==> config.mk <==
export PLATFORM = sky130hd
export DESIGN_NAME = dm_lsu_flat
export DESIGN_NICKNAME = d
export VERILOG_FILES = /design/src/rtl/lsu_pkg.sv /design/src/rtl/dm_lsu_if.sv /design/src/rtl/lsu_align.sv /design/src/rtl/dm_lsu.sv /design/src/flat_wrapper.sv
export SDC_FILE = /design/constraint.sdc
export NUM_CORES = 1
export LEC_CHECK = 0
export BUFFER_PORTS_ARGS = -buffer_cell sky130_fd_sc_hd__buf_2
export CORE_ASPECT_RATIO = 0.8
export CORE_UTILIZATION = 56
export DETAILED_ROUTE_END_ITERATION = 8
export PLACE_DENSITY = 0.87
export SLEW_MARGIN = 40
export SYNTH_ARGS = -nofsm -noshare
export SYNTH_HDL_FRONTEND = slang
export SYNTH_SLANG_ARGS = --single-unit
==> constraint.sdc <==
create_clock -name clk -period 4.9 [get_ports clk]
set_clock_uncertainty 0.1 [all_clocks]
set_input_delay 0.245 -clock clk [delete_from_list [all_inputs] [get_ports clk]]
set_output_delay 0.245 -clock clk [all_outputs]
set_load 0.01 [all_outputs]
==> src/rtl/lsu_pkg.sv <==
// Shared types and helpers for the data-memory load/store unit.
// Holds the access-size and FSM-state encodings plus the alignment rule.
package lsu_pkg;

    localparam int LSU_DM_AW = 10;

    typedef enum logic [1:0] {
        BYTE = 2'b00,
        HALF = 2'b01,
        WORD = 2'b10,
        INV  = 2'b11
    } size_t;

    typedef enum logic [2:0] {
        IDLE   = 3'd0,
        LOAD   = 3'd1,
        STORE  = 3'd2,
        RMW_RD = 3'd3,
        RMW_WR = 3'd4,
        RESP   = 3'd5
    } lsu_state_t;

    function automatic logic misaligned(input size_t size, input logic [1:0] addr_lo);
        logic bad;
        case (size)
            BYTE:    bad = 1'b0;
            HALF:    bad = addr_lo[0];
            WORD:    bad = (addr_lo != 2'b00);
            default: bad = 1'b1;
        endcase
        return bad;
    endfunction

endpackage

==> src/rtl/dm_lsu_if.sv <==
// Pipeline-side request/response handshake of the load/store unit.
// The pipeline is the master; the LSU is the slave.
interface dm_lsu_if;
    logic        req_valid;
    logic        req_ready;
    logic        req_we;
    logic [1:0]  req_size;
    logic        req_signed;
    logic [31:0] req_addr;
    logic [31:0] req_wdata;
    logic        rsp_valid;
    logic        rsp_err;
    logic [31:0] rsp_rdata;

    modport master (
        output req_valid, req_we, req_size, req_signed, req_addr, req_wdata,
        input  req_ready, rsp_valid, rsp_err, rsp_rdata
    );

    modport slave (
        input  req_valid, req_we, req_size, req_signed, req_addr, req_wdata,
        output req_ready, rsp_valid, rsp_err, rsp_rdata
    );
endinterface

==> src/rtl/lsu_align.sv <==
// Little-endian lane logic: load extract/extend and sub-word store merge.
// Purely combinational; callers guarantee the access is aligned.
module lsu_align
    import lsu_pkg::*;
(
    input  logic [31:0] dm_out,
    input  logic [1:0]  addr_lo,
    input  size_t       size,
    input  logic        sign_ext,
    input  logic [31:0] old_word,
    input  logic [31:0] wdata,
    output logic [31:0] load_data,
    output logic [31:0] store_data
);

    logic [4:0]  sh_s;
    logic [31:0] lane_s;

    assign sh_s   = {addr_lo, 3'b000};
    assign lane_s = dm_out >> sh_s;

    // Aligned halves have addr_lo[0]=0, so one byte-granular shift serves both sizes.
    always_comb begin
        load_data  = 32'd0;
        store_data = old_word;
        case (size)
            BYTE: begin
                load_data  = {{24{sign_ext & lane_s[7]}}, lane_s[7:0]};
                store_data = (old_word & ~(32'h0000_00FF << sh_s)) | ({24'd0, wdata[7:0]} << sh_s);
            end
            HALF: begin
                load_data  = {{16{sign_ext & lane_s[15]}}, lane_s[15:0]};
                store_data = (old_word & ~(32'h0000_FFFF << sh_s)) | ({16'd0, wdata[15:0]} << sh_s);
            end
            WORD: begin
                load_data  = dm_out;
                store_data = wdata;
            end
            default: begin
                load_data  = 32'd0;
                store_data = old_word;
            end
        endcase
    end

endmodule

==> src/rtl/dm_lsu.sv <==
// Memory-stage load/store unit driving a word-organised data memory.
// Every output register is loaded from the state held during the previous cycle.
module dm_lsu
    import lsu_pkg::*;
#(
    parameter int DATA_W = 32,
    parameter int DM_AW  = LSU_DM_AW
) (
    input  logic              clk,
    input  logic              rst,
    dm_lsu_if.slave           bus,
    output logic              DM_read,
    output logic              DM_write,
    output logic [DM_AW-1:0]  DM_addr,
    output logic [DATA_W-1:0] DM_in,
    input  logic [DATA_W-1:0] DM_out
);

    lsu_state_t        state_r;
    logic              we_r;
    size_t             size_r;
    logic              signed_r;
    logic              err_r;
    logic [DM_AW+1:0]  addr_r;
    logic [DATA_W-1:0] wdata_r;

    logic              dm_read_r;
    logic              dm_write_r;
    logic [DM_AW-1:0]  dm_addr_r;
    logic [DATA_W-1:0] dm_in_r;
    logic              rsp_valid_r;
    logic              rsp_err_r;
    logic [DATA_W-1:0] rsp_rdata_r;

    logic [DATA_W-1:0] load_data_s;
    logic [DATA_W-1:0] store_data_s;
    logic              req_err_s;

    assign req_err_s = misaligned(size_t'(bus.req_size), bus.req_addr[1:0]);

    // Old word comes straight from DM_out: the read enable is still high in RMW_WR.
    lsu_align u_align (
        .dm_out     (DM_out),
        .addr_lo    (addr_r[1:0]),
        .size       (size_r),
        .sign_ext   (signed_r),
        .old_word   (DM_out),
        .wdata      (wdata_r),
        .load_data  (load_data_s),
        .store_data (store_data_s)
    );

    // FSM, captured request and registered outputs.
    always_ff @(posedge clk) begin
        if (rst) begin
            state_r     <= IDLE;
            we_r        <= 1'b0;
            size_r      <= BYTE;
            signed_r    <= 1'b0;
            err_r       <= 1'b0;
            addr_r      <= '0;
            wdata_r     <= '0;
            dm_read_r   <= 1'b0;
            dm_write_r  <= 1'b0;
            dm_addr_r   <= '0;
            dm_in_r     <= '0;
            rsp_valid_r <= 1'b0;
            rsp_err_r   <= 1'b0;
            rsp_rdata_r <= '0;
        end else begin
            dm_read_r   <= 1'b0;
            dm_write_r  <= 1'b0;
            dm_addr_r   <= '0;
            dm_in_r     <= '0;
            rsp_valid_r <= 1'b0;
            rsp_err_r   <= 1'b0;
            rsp_rdata_r <= '0;
            case (state_r)
                IDLE: begin
                    if (bus.req_valid && bus.req_ready) begin
                        we_r     <= bus.req_we;
                        size_r   <= size_t'(bus.req_size);
                        signed_r <= bus.req_signed;
                        err_r    <= req_err_s;
                        addr_r   <= bus.req_addr[DM_AW+1:0];
                        wdata_r  <= bus.req_wdata;
                        if (req_err_s) begin
                            state_r <= RESP;
                        end else if (!bus.req_we) begin
                            state_r <= LOAD;
                        end else if (size_t'(bus.req_size) == WORD) begin
                            state_r <= STORE;
                        end else begin
                            state_r <= RMW_RD;
                        end
                    end else begin
                        state_r <= IDLE;
                    end
                end
                LOAD: begin
                    dm_read_r <= 1'b1;
                    dm_addr_r <= addr_r[DM_AW+1:2];
                    state_r   <= RESP;
                end
                STORE: begin
                    dm_write_r <= 1'b1;
                    dm_addr_r  <= addr_r[DM_AW+1:2];
                    dm_in_r    <= wdata_r;
                    state_r    <= RESP;
                end
                RMW_RD: begin
                    dm_read_r <= 1'b1;
                    dm_addr_r <= addr_r[DM_AW+1:2];
                    state_r   <= RMW_WR;
                end
                RMW_WR: begin
                    dm_write_r <= 1'b1;
                    dm_addr_r  <= addr_r[DM_AW+1:2];
                    dm_in_r    <= store_data_s;
                    state_r    <= RESP;
                end
                RESP: begin
                    rsp_valid_r <= 1'b1;
                    rsp_err_r   <= err_r;
                    rsp_rdata_r <= (err_r || we_r) ? '0 : load_data_s;
                    state_r     <= IDLE;
                end
                default: begin
                    state_r <= IDLE;
                end
            endcase
        end
    end

    // Strobes are masked by rst so an abort also kills a pulse already on the wire.
    assign DM_read       = dm_read_r & ~rst;
    assign DM_write      = dm_write_r & ~rst;
    assign DM_addr       = dm_addr_r;
    assign DM_in         = dm_in_r;
    assign bus.req_ready = (state_r == IDLE) && !rst;
    assign bus.rsp_valid = rsp_valid_r & ~rst;
    assign bus.rsp_err   = rsp_err_r;
    assign bus.rsp_rdata = rsp_rdata_r;

endmodule

==> src/flat_wrapper.sv <==
// flat-port wrapper written by rule: the top's interface ports become plain ports
module dm_lsu_flat import lsu_pkg::*;
#(
    parameter int DATA_W = 32,
    parameter int DM_AW  = LSU_DM_AW
)
  (clk, rst, DM_read, DM_write, DM_addr, DM_in, DM_out, bus_req_valid, bus_req_we, bus_req_size, bus_req_signed, bus_req_addr, bus_req_wdata, bus_req_ready, bus_rsp_valid, bus_rsp_err, bus_rsp_rdata);
  dm_lsu_if bus_i ();
  input  logic clk;
  input  logic rst;
  output logic DM_read;
  output logic DM_write;
  output logic [DM_AW-1:0] DM_addr;
  output logic [DATA_W-1:0] DM_in;
  input  logic [DATA_W-1:0] DM_out;
  input wire logic [$bits(bus_i.req_valid)-1:0] bus_req_valid;
  input wire logic [$bits(bus_i.req_we)-1:0] bus_req_we;
  input wire logic [$bits(bus_i.req_size)-1:0] bus_req_size;
  input wire logic [$bits(bus_i.req_signed)-1:0] bus_req_signed;
  input wire logic [$bits(bus_i.req_addr)-1:0] bus_req_addr;
  input wire logic [$bits(bus_i.req_wdata)-1:0] bus_req_wdata;
  output wire logic [$bits(bus_i.req_ready)-1:0] bus_req_ready;
  output wire logic [$bits(bus_i.rsp_valid)-1:0] bus_rsp_valid;
  output wire logic [$bits(bus_i.rsp_err)-1:0] bus_rsp_err;
  output wire logic [$bits(bus_i.rsp_rdata)-1:0] bus_rsp_rdata;
  assign bus_i.req_valid = bus_req_valid;
  assign bus_i.req_we = bus_req_we;
  assign bus_i.req_size = bus_req_size;
  assign bus_i.req_signed = bus_req_signed;
  assign bus_i.req_addr = bus_req_addr;
  assign bus_i.req_wdata = bus_req_wdata;
  assign bus_req_ready = bus_i.req_ready;
  assign bus_rsp_valid = bus_i.rsp_valid;
  assign bus_rsp_err = bus_i.rsp_err;
  assign bus_rsp_rdata = bus_i.rsp_rdata;
  dm_lsu #(.DATA_W(DATA_W), .DM_AW(DM_AW)) u_core (.clk(clk), .rst(rst), .bus(bus_i), .DM_read(DM_read), .DM_write(DM_write), .DM_addr(DM_addr), .DM_in(DM_in), .DM_out(DM_out));
endmodule
# After elaboration in Yosys (flattened, before gate mapping)
# Cells that the tools add are included.
# Widths: inputs -> output; s select.
[op_classes] n_eq_ne=9 shift=5 n_mux=12 bitwise_logic=14 n_reduce_logical=16
[op_table] operator="$pmux 32 s3" n=2
[op_table] operator="$and 32x32->32" n=2
[op_table] operator="$not 32->32" n=2
[op_table] operator="$or 32x32->32" n=2
[op_table] operator="$pmux 32 s2" n=1
[op_table] operator="$shl 16x5->32" n=1
[op_table] operator="$shl 16x5->32 const A" n=1
[op_table] operator="$shl 8x5->32" n=1
[op_table] operator="$shl 8x5->32 const A" n=1
[op_table] operator="$shr 32x5->16" n=1
[op_table] operator="$mux 3" n=3
[op_table] operator="$pmux 3 s3" n=1
[op_table] operator="$reduce_or 2->1" n=4
[op_table] operator="$eq 3x2->1 const B" n=2
[op_table] operator="$eq 3x3->1 const B" n=2
[op_table] operator="$reduce_or 3->1" n=2
[op_table] operator="$and 1x1->1" n=5
[op_table] operator="$eq 2x1->1 const B" n=2
[op_table] operator="$eq 2x2->1 const B" n=2
[op_table] operator="$logic_not 2->1" n=2
[op_table] operator="$mux 1" n=4
[op_table] operator="$reduce_or 4->1" n=1
[op_table] operator="$eq 3x1->1 const B" n=1
[op_table] operator="$logic_not 3->1" n=1
[op_table] operator="other kinds (7)" n=10
[totals] regBits=130 in_bits=103 output_inout_bits=79 word_cells=70

# Depth between registers and ports, before layout
# Gate-level depths: netlist (run 1).
[logic_depth] depth_word=6 mapped_depth=8 mapped_depth_nobuf=6

# Modules after synthesis
# From an unflattened synthesis (run 1), not the netlist that was laid out.
[unflattened] hier_cells=620 hier_area_um2=6068.3
[modules_own_cells] mod="dm_lsu" n_inst=1 cells_per_inst=357 area_each_um2=4440.5 seq_area_each_um2=2602.5
[modules_own_cells] mod="lsu_align" n_inst=1 cells_per_inst=263 area_each_um2=1627.8 seq_area_each_um2=0.0

# Worst setup path before layout (run 1)
# Ideal clock, no wire load.
[synth_path] kind="reg-to-reg" startpoint="reg u_core.addr_r[0]" endpoint="reg u_core.dm_in_r[3] (netlist: u_core.DM_in[3])" setup_ns=0.074 arrival_ns=1.989 t_required_ns=4.726 setup_slack_ns=2.736 path_stages_with_launch=9 path_buffers=2 period_less_slack_ns=2.164 path_cell_list="dfxtp_1 buf_2 buf_2 clkinv_1 ha_1 inv_1 a221oi_1 or4_1 o21ai_0"
[synth_between] elab_chain_cells=6 word_cells_on_any_way=12 cone_classes="4 x shift; 2 x mux; 6 x bitwise"
[synth_rtl] item="from (decl)" line_no="dm_lsu.sv:24" text="logic [DM_AW+1:0] addr_r;"
[synth_rtl] item="from (signal assigned)" line_no="dm_lsu.sv:85" text="addr_r <= bus.req_addr[DM_AW+1:0];"
[synth_rtl] item="$shl 16x5->32 / $shl 8x5->32 (equally long branches)" line_no="lsu_align.sv:33, lsu_align.sv:29"
[synth_rtl] item="$not 32->32, on equally long branches" line_no="lsu_align.sv:33, lsu_align.sv:29"
[synth_rtl] item="$and 32x32->32, on equally long branches" line_no="lsu_align.sv:33, lsu_align.sv:29"
[synth_rtl] item="$or 32x32->32, on equally long branches" line_no="lsu_align.sv:33, lsu_align.sv:29"
[synth_rtl] item="$pmux 32 s3 *" line_no="lsu_align.sv:26" text="case (size)"
[synth_rtl] item="$pmux 32 s2 *" line_no="dm_lsu.sv:78" text="case (state_r)"
[synth_rtl] item="to (signal assigned)" line_no="dm_lsu.sv:108" text="dm_in_r <= wdata_r;"
[synth_rtl] item="to (signal assigned)" line_no="dm_lsu.sv:119" text="dm_in_r <= store_data_s;"
[synth_rtl] item="to (decl)" line_no="dm_lsu.sv:30" text="logic [DATA_W-1:0] dm_in_r;"
# Mark *: on every way between the ends. The rest lies on a longest branch, timed or not.
# A chain may end at the register's enable or synchronous reset.

# Worst setup path in the final report (run 1)
# Ends and elaborated chain as after synthesis.

==> summary.txt, run 1 <==
STA
------------------------------------------------------------------------------------------
Final worst-path cycle share ................................................        0.607
Final WS setup ..............................................................      1930 ps
Worst-Margin Slew ...........................................................       774 ps
Max-Slew Margin vs Limit ....................................................        0.477
RSZ-0062 raised after global routing ........................................        false
Final count of hold timing violations .......................................            0
Clock period minus worst slack ..............................................      2970 ps
Hold WS .....................................................................      16.9 ps
Accumulated negative setup slack ............................................         0 ps
Max Slew Vio Count ..........................................................            0
Maximum clock frequency .....................................................      336 MHz
Final setup vio count .......................................................            0

GLOBAL ROUTE
------------------------------------------------------------------------------------------
Number of antenna violations at the first check in global routing ...........            1
Global-route usage over all layers ..........................................        0.345
Vias in the first global route ..............................................         5681
Largest net degree at the start of global routing ...........................           63
Gr ovfl total ...............................................................            0
Global-route wire length before repair ......................................     29600 µm

CELLS AND AREA
------------------------------------------------------------------------------------------
Layout Area Growth over Synthesis ...........................................        31.0%
Final Net Count .............................................................          954
Fraction of layout cells with a size suffix above 1 .........................        0.275

WORST SETUP PATH
------------------------------------------------------------------------------------------
Family with the most delay on the worst path ................................   flip-flops
Critical Setup Path Class ................................................... flop to flop
Cell count along the critical path ..........................................            6
Endpoint type of the worst setup path .......................................         flop
Critical path, cell by cell ................................................. clkinv_1, ha_1, inv_1, a221oi_1, or4_1, o21ai_0
Required time of the critical path ..........................................      5120 ps
Worst-case reg-to-reg path depth ............................................            6
Worst Path Max Fanout .......................................................           20
Worst r2r dst ............................................................... u_core.DM_in[3]
Setup crit end .............................................................. u_core.DM_in[3]
WP buf/inv ..................................................................            2
Launch instance of the worst register-to-register path ...................... u_core.addr_r[0]
Crit-path max cell delay ....................................................       820 ps
Launch point of the critical path ........................................... u_core.addr_r[0]
Startpoint Class ............................................................         flop
R2r setup slk ...............................................................      1930 ps
Critical-path cell with the highest stage delay .............................      dfxtp_1
WP data arrival .............................................................      3200 ps

DETAILED ROUTING
------------------------------------------------------------------------------------------
Router iterations before antenna repair .....................................            5
First-iteration detailed-routing DRC count ..................................          787
Number of DRC violations after detailed routing .............................            0
Total number of vias ........................................................         6065
Post-detailed-route wirelength per cell .....................................      19.1 µm
Via-to-Cell Ratio ...........................................................         6.07
Post-DRT Antenna Nets .......................................................            0
Aggregate routed wire length ................................................     19100 µm

CLOCK TREE
------------------------------------------------------------------------------------------
Clock edge transition at the registers on the reported setup and hold paths .        60 ps
TritonCTS Buffers ...........................................................           17
Buffer type at the clock tree root ..........................................    clkbuf_16
Hold-fix buffer count after cts .............................................           48
Total of cells resized after clock tree synthesis ...........................            0
CTS tree ....................................................................        built
CTS Buffer Depth ............................................................            2
Total setup buffers inserted after CTS ......................................            0
H-tree Lvls .................................................................            4
Clock insertion delay at the later pin of the skew report ...................       420 ps
Total number of clock tree sinks ............................................          130

PWR
------------------------------------------------------------------------------------------
Leakage Power ...............................................................      3.44 nW
Max IR drop VDD .............................................................   0.000238 V
Total chip power ............................................................      3.09 mW
Power Dens Cells ............................................................   392 nW/µm²

YOSYS
------------------------------------------------------------------------------------------
EDFF count, synth ...........................................................            0
Top cell types by occurrence after synthesis ................................ nand2_1 (131), dfxtp_1 (130), a21oi_1 (50)
Post-Synthesis Cells ........................................................          671
Async set-or-reset flop fraction in the synthesized netlist .................            0
Most instantiated library cell after synthesis ..............................      nand2_1
Number of warnings printed during yosys synthesis ...........................            0
Cell area after synthesis ...................................................     6010 µm²
Syn Area/Cell ...............................................................     8.96 µm²
Fraction of post-synthesis cell area in the top cell type by area ...........        0.433
Post-synth top area cell ....................................................      dfxtp_1
Share of the yosys chip area belonging to registers .........................        0.433
Number of distinct standard cells referenced by the synthesized netlist .....           60
Post-synthesis sequential element count .....................................          130
Top cells by area in the synthesized netlist ................................ dfxtp_1 (43%), nand2_1 (8.2%), nand3b_1 (4.9%)
Ys flop type ................................................................      dfxtp_1
Synthesized Nets ............................................................          778

HOLD PATH
------------------------------------------------------------------------------------------
Worst hold-check path type .................................................. input pin to flop

PLACEMENT
------------------------------------------------------------------------------------------
Count of buffers inserted at the top-level ports ............................          161
Post-DP HPWL ................................................................     12400 µm
Setup slack at placement ....................................................      2010 ps
Final estimated routing congestion in global placement ......................        0.930

FLOORPLANNING
------------------------------------------------------------------------------------------
Die area ....................................................................    11200 µm²
Die Ht ......................................................................      94.7 µm
Number of rows created at floorplan .........................................           33
I/O pin count ...............................................................          182
Initial core utilization ....................................................        0.582
Standard cell core area .....................................................    10300 µm²
Die Wd ......................................................................       118 µm

STATUS
------------------------------------------------------------------------------------------
Outcome ..................................................................... finished clean

RUN
------------------------------------------------------------------------------------------
Max capacitance violation total .............................................            0

==> worst min-delay path by stage <==
stage	from	to	slack (ps)	depth (start not counted)
3_5_place_dp	bus_req_wdata[20]	u_core.wdata_r[20]	330	3
3_3_place_gp	bus_req_addr[11]	u_core.addr_r[11]	330	3
6_report	DM_out[28]	u_core.bus.rsp_rdata[28]	20	3
2_1_floorplan	bus_req_addr[10]	u_core.addr_r[10]	240	2
4_1_cts	DM_out[28]	u_core.bus.rsp_rdata[28]	20	3
5_1_grt	DM_out[28]	u_core.bus.rsp_rdata[28]	20	3
==> routing by layer <==
metal,part of all wire,vias to the layer above,GRT usage
met1,0.41,2854,0.439
li1,-,2766,-
met4,0.020,0,0.136
met5,0,-,0
met2,0.46,403,0.574
met3,0.11,42,0.0785
==> metrics by stage <==
stage / instances / instance area, µm² / utilization
2_1_floorplan: 671 / 6010 / -
3_3_place_gp: 920 / 6730 / 0.652
3_5_place_dp: 920 / 6750 / 0.654
4_1_cts: 999 / 7870 / 0.762
5_1_grt: 1000 / 7870 / 0.763
6_report: 1000 / 7870 / 0.763
==> area by class of cell <==
cell class | count | area [µm²]
flip-flops and latches | 130 | 2600
well taps | 140 | 175
clock buffers | 18 | 429
clock inverters | 13 | 209
inverters | 7 | 26.3
fillers | 727 | 2450
repair buffers | 214 | 1330
multi-input cells | 477 | 3100
diodes | 1 | 2.50
==> state kept, by name, indices dropped and copies added (netlist names) <==
signal and cells:
u_core.we_r 1, u_core.dm_read_r 1, u_core.signed_r 1, u_core.rsp_valid_r 1, u_core.addr_r 12, u_core.size_r 2
u_core.bus.rsp_rdata 32, u_core.dm_write_r 1, u_core.DM_addr 10, u_core.DM_in 32, u_core.wdata_r 32, u_core.err_r 1
u_core.state_r 3, u_core.bus.rsp_err 1
==> layout by cell type (no fill, tap or decap), types with 8 or more instances in the layout <==
master	count
a21oi_2	11
nand2_1	131
nor2b_1	15
mux2i_1	20
nand3b_1	39
a221oi_1	17
a22oi_1	23
and2_1	13
buf_2	160
dlygate4sd3_1	48
clkbuf_16	17
o21ai_0	25
a22o_1	21
nor2_1	17
a21o_1	8
dfxtp_1	129
a21oi_1	50
==> worst min-delay path, cell delays in order <==
cell	delay (ps)
buf_2	130
nand2_1	70
a21oi_2	50
==> where the power goes <==
part           switching, mW  internal, mW  leakage, nW  total [mW]
registers             0.0805          1.12         1.06        1.20
logic                  0.286         0.207         2.08       0.493
clock network          0.489         0.901        0.303        1.39
==> cells by family after synthesis <==
family | after synthesis | synth area share
simple gates | 251 | 0.218
compound gates | 194 | 0.236
fa+ha+maj | 4 | 0.00833
buf+inv | 64 | 0.0539
mux | 28 | 0.0502
flops | 130 | 0.433
Power figures use the tool's default switching activity.
==> run 2: changes to the inputs <==
--- a/config.mk
+++ b/config.mk
@@ -7,9 +7,9 @@
 export LEC_CHECK = 0
 export BUFFER_PORTS_ARGS = -buffer_cell sky130_fd_sc_hd__buf_2
 export CORE_ASPECT_RATIO = 0.8
-export CORE_UTILIZATION = 56
+export CORE_UTILIZATION = 52
 export DETAILED_ROUTE_END_ITERATION = 8
-export PLACE_DENSITY = 0.87
+export PLACE_DENSITY = 0.82
 export SLEW_MARGIN = 40
 export SYNTH_ARGS = -nofsm -noshare
 export SYNTH_HDL_FRONTEND = slang
==> constraint.sdc (replaced) <==
create_clock -name clk -period 3.05 [get_ports clk]
set_clock_uncertainty 0.1 [all_clocks]
set_input_delay 0.1525 -clock clk [delete_from_list [all_inputs] [get_ports clk]]
set_output_delay 0.1525 -clock clk [all_outputs]
set_load 0.01 [all_outputs]
==> run 2 against run 1 <==
  * Utilization fell by 2.5 points
  * Highest routed layer unchanged
  * Combinational power up 73%
  * Global-route usage fell by 0.30 points
  * Register-to-register slack lost 1400 ps
  * Power rose by 62%
  * Clock-buffer cell count up 3
  * Critical path depth down 1
==> summary.txt, run 2 (synthesized netlist as in run 1, its figures left out) <==
CLOCK TREE
------------------------------------------------------------------------------------------
Total of cells resized after clock tree synthesis ...........................            0   unchanged
CTS tree ....................................................................        built   unchanged
Total setup buffers inserted after CTS ......................................            0   unchanged
Clock insertion delay at the later pin of the skew report ...................       420 ps   about the same
CTS Buffer Depth ............................................................            2   unchanged
TritonCTS Buffers ...........................................................           17   unchanged
Buffer type at the clock tree root ..........................................    clkbuf_16   unchanged
Total number of clock tree sinks ............................................          130   unchanged
H-tree Lvls .................................................................            4   unchanged
Clock edge transition at the registers on the reported setup and hold paths .        60 ps   about the same
Hold-fix buffer count after cts .............................................           68   was 48

FLOORPLANNING
------------------------------------------------------------------------------------------
Die area ....................................................................    12000 µm²   was 11200 µm²
Standard cell core area .....................................................    11100 µm²   was 10300 µm²
Initial core utilization ....................................................        0.543   was 0.582
Die Wd ......................................................................       122 µm   was 118 µm
I/O pin count ...............................................................          182   unchanged
Number of rows created at floorplan .........................................           34   was 33
Die Ht ......................................................................      98.2 µm   was 94.7 µm

STA
------------------------------------------------------------------------------------------
Final count of hold timing violations .......................................            0   unchanged
Maximum clock frequency .....................................................      399 MHz   was 336 MHz
Final WS setup ..............................................................       545 ps   was 1930 ps
Final worst-path cycle share ................................................        0.821   was 0.607
Accumulated negative setup slack ............................................         0 ps   unchanged
Clock period minus worst slack ..............................................      2510 ps   was 2970 ps
Max Slew Vio Count ..........................................................            0   unchanged
Worst-Margin Slew ...........................................................       685 ps   was 774 ps
Max-Slew Margin vs Limit ....................................................        0.542   was 0.477
RSZ-0062 raised after global routing ........................................        false   unchanged
Final setup vio count .......................................................            0   unchanged

GLOBAL ROUTE
------------------------------------------------------------------------------------------
Number of antenna violations at the first check in global routing ...........            0   was 1
Global-route usage over all layers ..........................................        0.342   was 0.345
Global-route wire length before repair ......................................     31300 µm   was 29600 µm
Vias in the first global route ..............................................         5977   was 5681
Gr ovfl total ...............................................................            0   unchanged
Largest net degree at the start of global routing ...........................           48   was 63

WORST SETUP PATH
------------------------------------------------------------------------------------------
R2r setup slk ...............................................................       540 ps   was 1930 ps
WP data arrival .............................................................      2660 ps   was 3200 ps
Worst-case reg-to-reg path depth ............................................            5   was 6
Launch instance of the worst register-to-register path ...................... u_core.addr_r[1]   was u_core.addr_r[0]
Critical Setup Path Class ................................................... flop to flop   unchanged
Startpoint Class ............................................................         flop   unchanged
Required time of the critical path ..........................................      3200 ps   was 5120 ps
Worst Path Max Fanout .......................................................           16   was 20
Worst r2r dst ............................................................... u_core.bus.rsp_rdata[18]   was u_core.DM_in[3]
Endpoint type of the worst setup path .......................................         flop   unchanged

PWR
------------------------------------------------------------------------------------------
Power Dens Cells ............................................................   611 nW/µm²   was 392 nW/µm²
Leakage Power ...............................................................      3.58 nW   was 3.44 nW
Max IR drop VDD .............................................................   0.000393 V   was 0.000238 V

CELLS AND AREA
------------------------------------------------------------------------------------------
Number of filler cells placed in the layout .................................          788   was 727
Number of antenna repair diodes .............................................            0   was 1
Layout Area Growth over Synthesis ...........................................        35.8%   was 31.0%
Multi-input logic area ......................................................     3090 µm²   was 3100 µm²
Most common cell after layout, fill and taps aside ..........................        buf_2   unchanged
Final Net Count .............................................................          985   was 954
Storage cell area ...........................................................     2600 µm²   about the same
Leading cell types in the layout, fill and taps excluded .................... buf_2 (161), nand2_1 (131), dfxtp_1 (130)   was buf_2 (160), nand2_1 (131), dfxtp_1 (129)
Fraction of layout cells with a size suffix above 1 .........................        0.274   was 0.275

DETAILED ROUTING
------------------------------------------------------------------------------------------
Number of DRC violations after detailed routing .............................            0   unchanged
Via-to-Cell Ratio ...........................................................         5.91   was 6.07
Post-DRT Antenna Nets .......................................................            0   unchanged
Aggregate routed wire length ................................................     20000 µm   was 19100 µm
First-iteration detailed-routing DRC count ..................................          570   was 787
Router iterations before antenna repair .....................................            5   unchanged
Post-detailed-route wirelength per cell .....................................      19.3 µm   was 19.1 µm
Total number of vias ........................................................         6115   was 6065

PLACEMENT
------------------------------------------------------------------------------------------
Post-DP HPWL ................................................................     13000 µm   was 12400 µm
Count of buffers inserted at the top-level ports ............................          161   unchanged
Final estimated routing congestion in global placement ......................        0.889   was 0.930
Setup slack at placement ....................................................       616 ps   was 2010 ps

HOLD PATH
------------------------------------------------------------------------------------------
Hold-critical path depth ....................................................            3   unchanged
Min-delay src ...............................................................   DM_out[13]   was DM_out[28]
Worst hold-check path type .................................................. input pin to flop   unchanged
Hold endpoint ............................................................... u_core.bus.rsp_rdata[13]   was u_core.bus.rsp_rdata[28]

STATUS
------------------------------------------------------------------------------------------
Outcome ..................................................................... finished clean   unchanged

RUN
------------------------------------------------------------------------------------------
Max capacitance violation total .............................................            0   unchanged

-- run 2: cell types whose count changed in the layout (fill, tap and decap cells not counted), moves of 2 or more --
| cell | previous run | this run |
|---|---|---|
| nor2b_2 | 2 | 0 |
| nor2b_1 | 15 | 17 |
| clkbuf_8 | 0 | 3 |
| buf_4 | 6 | 15 |
| dlygate4sd3_1 | 48 | 68 |
-- run 2: per-layer routing --
metal  routed length (µm)  up-vias  global-route usage
met5                    0        -                   0
met4                  382        0               0.120
met3                 1820       42              0.0905
met2                 9350      337               0.549
met1                 8410     2917               0.442
li1                     -     2819                   -
-- run 2: worst max-delay path by stage --
stage / start / to / slack (ps) / cells past startpoint
after floorplan: u_core.addr_r[0] / u_core.DM_in[3] / 890 / 8
after global placement: u_core.addr_r[1] / u_core.bus.rsp_rdata[20] / 700 / 5
after detailed placement: u_core.addr_r[1] / u_core.bus.rsp_rdata[18] / 620 / 5
after CTS: u_core.addr_r[1] / u_core.bus.rsp_rdata[18] / 580 / 5
after global routing: u_core.addr_r[1] / u_core.bus.rsp_rdata[16] / 450 / 5
final: u_core.addr_r[1] / u_core.bus.rsp_rdata[18] / 540 / 5
-- run 2: layout make-up --
class / instances / share of cell area
tap: 144 / 0.0221
clock inverter: 11 / 0.0215
inverter: 7 / 0.00322
multi-input combinational: 477 / 0.378
sequential: 130 / 0.319
clock buffer: 21 / 0.0576
timing repair buffer: 245 / 0.198
-- run 2: critical path, stage by stage, from the launching register on --
cell and delay [ps]:
dfxtp_1 470, buf_4 310, mux4_2 580, and2_4 190, o211ai_4 520, a21oi_1 170
-- run 2: through the flow --
stage          utilization  power, mW  area, µm²  instances  hold WS (ps)
5_1_grt              0.738       5.16       8160       1035          25.4
3_5_place_dp         0.618       2.71       6830        935           240
4_1_cts              0.738       4.97       8160       1035          1.74
6_report             0.738       4.99       8160       1035          28.4
2_1_floorplan            -       2.44       6010        671           151
3_3_place_gp         0.618       2.68       6830        935           238
-- run 2: power breakdown --
| group | leakage [nW] | internal [mW] | switching (mW) | total, mW |
|---|---|---|---|---|
| registers | 1.06 | 1.80 | 0.116 | 1.92 |
| logic | 2.22 | 0.367 | 0.488 | 0.855 |
| clock network | 0.310 | 1.44 | 0.775 | 2.21 |
| total | 3.58 | 3.61 | 1.38 | 4.99 |
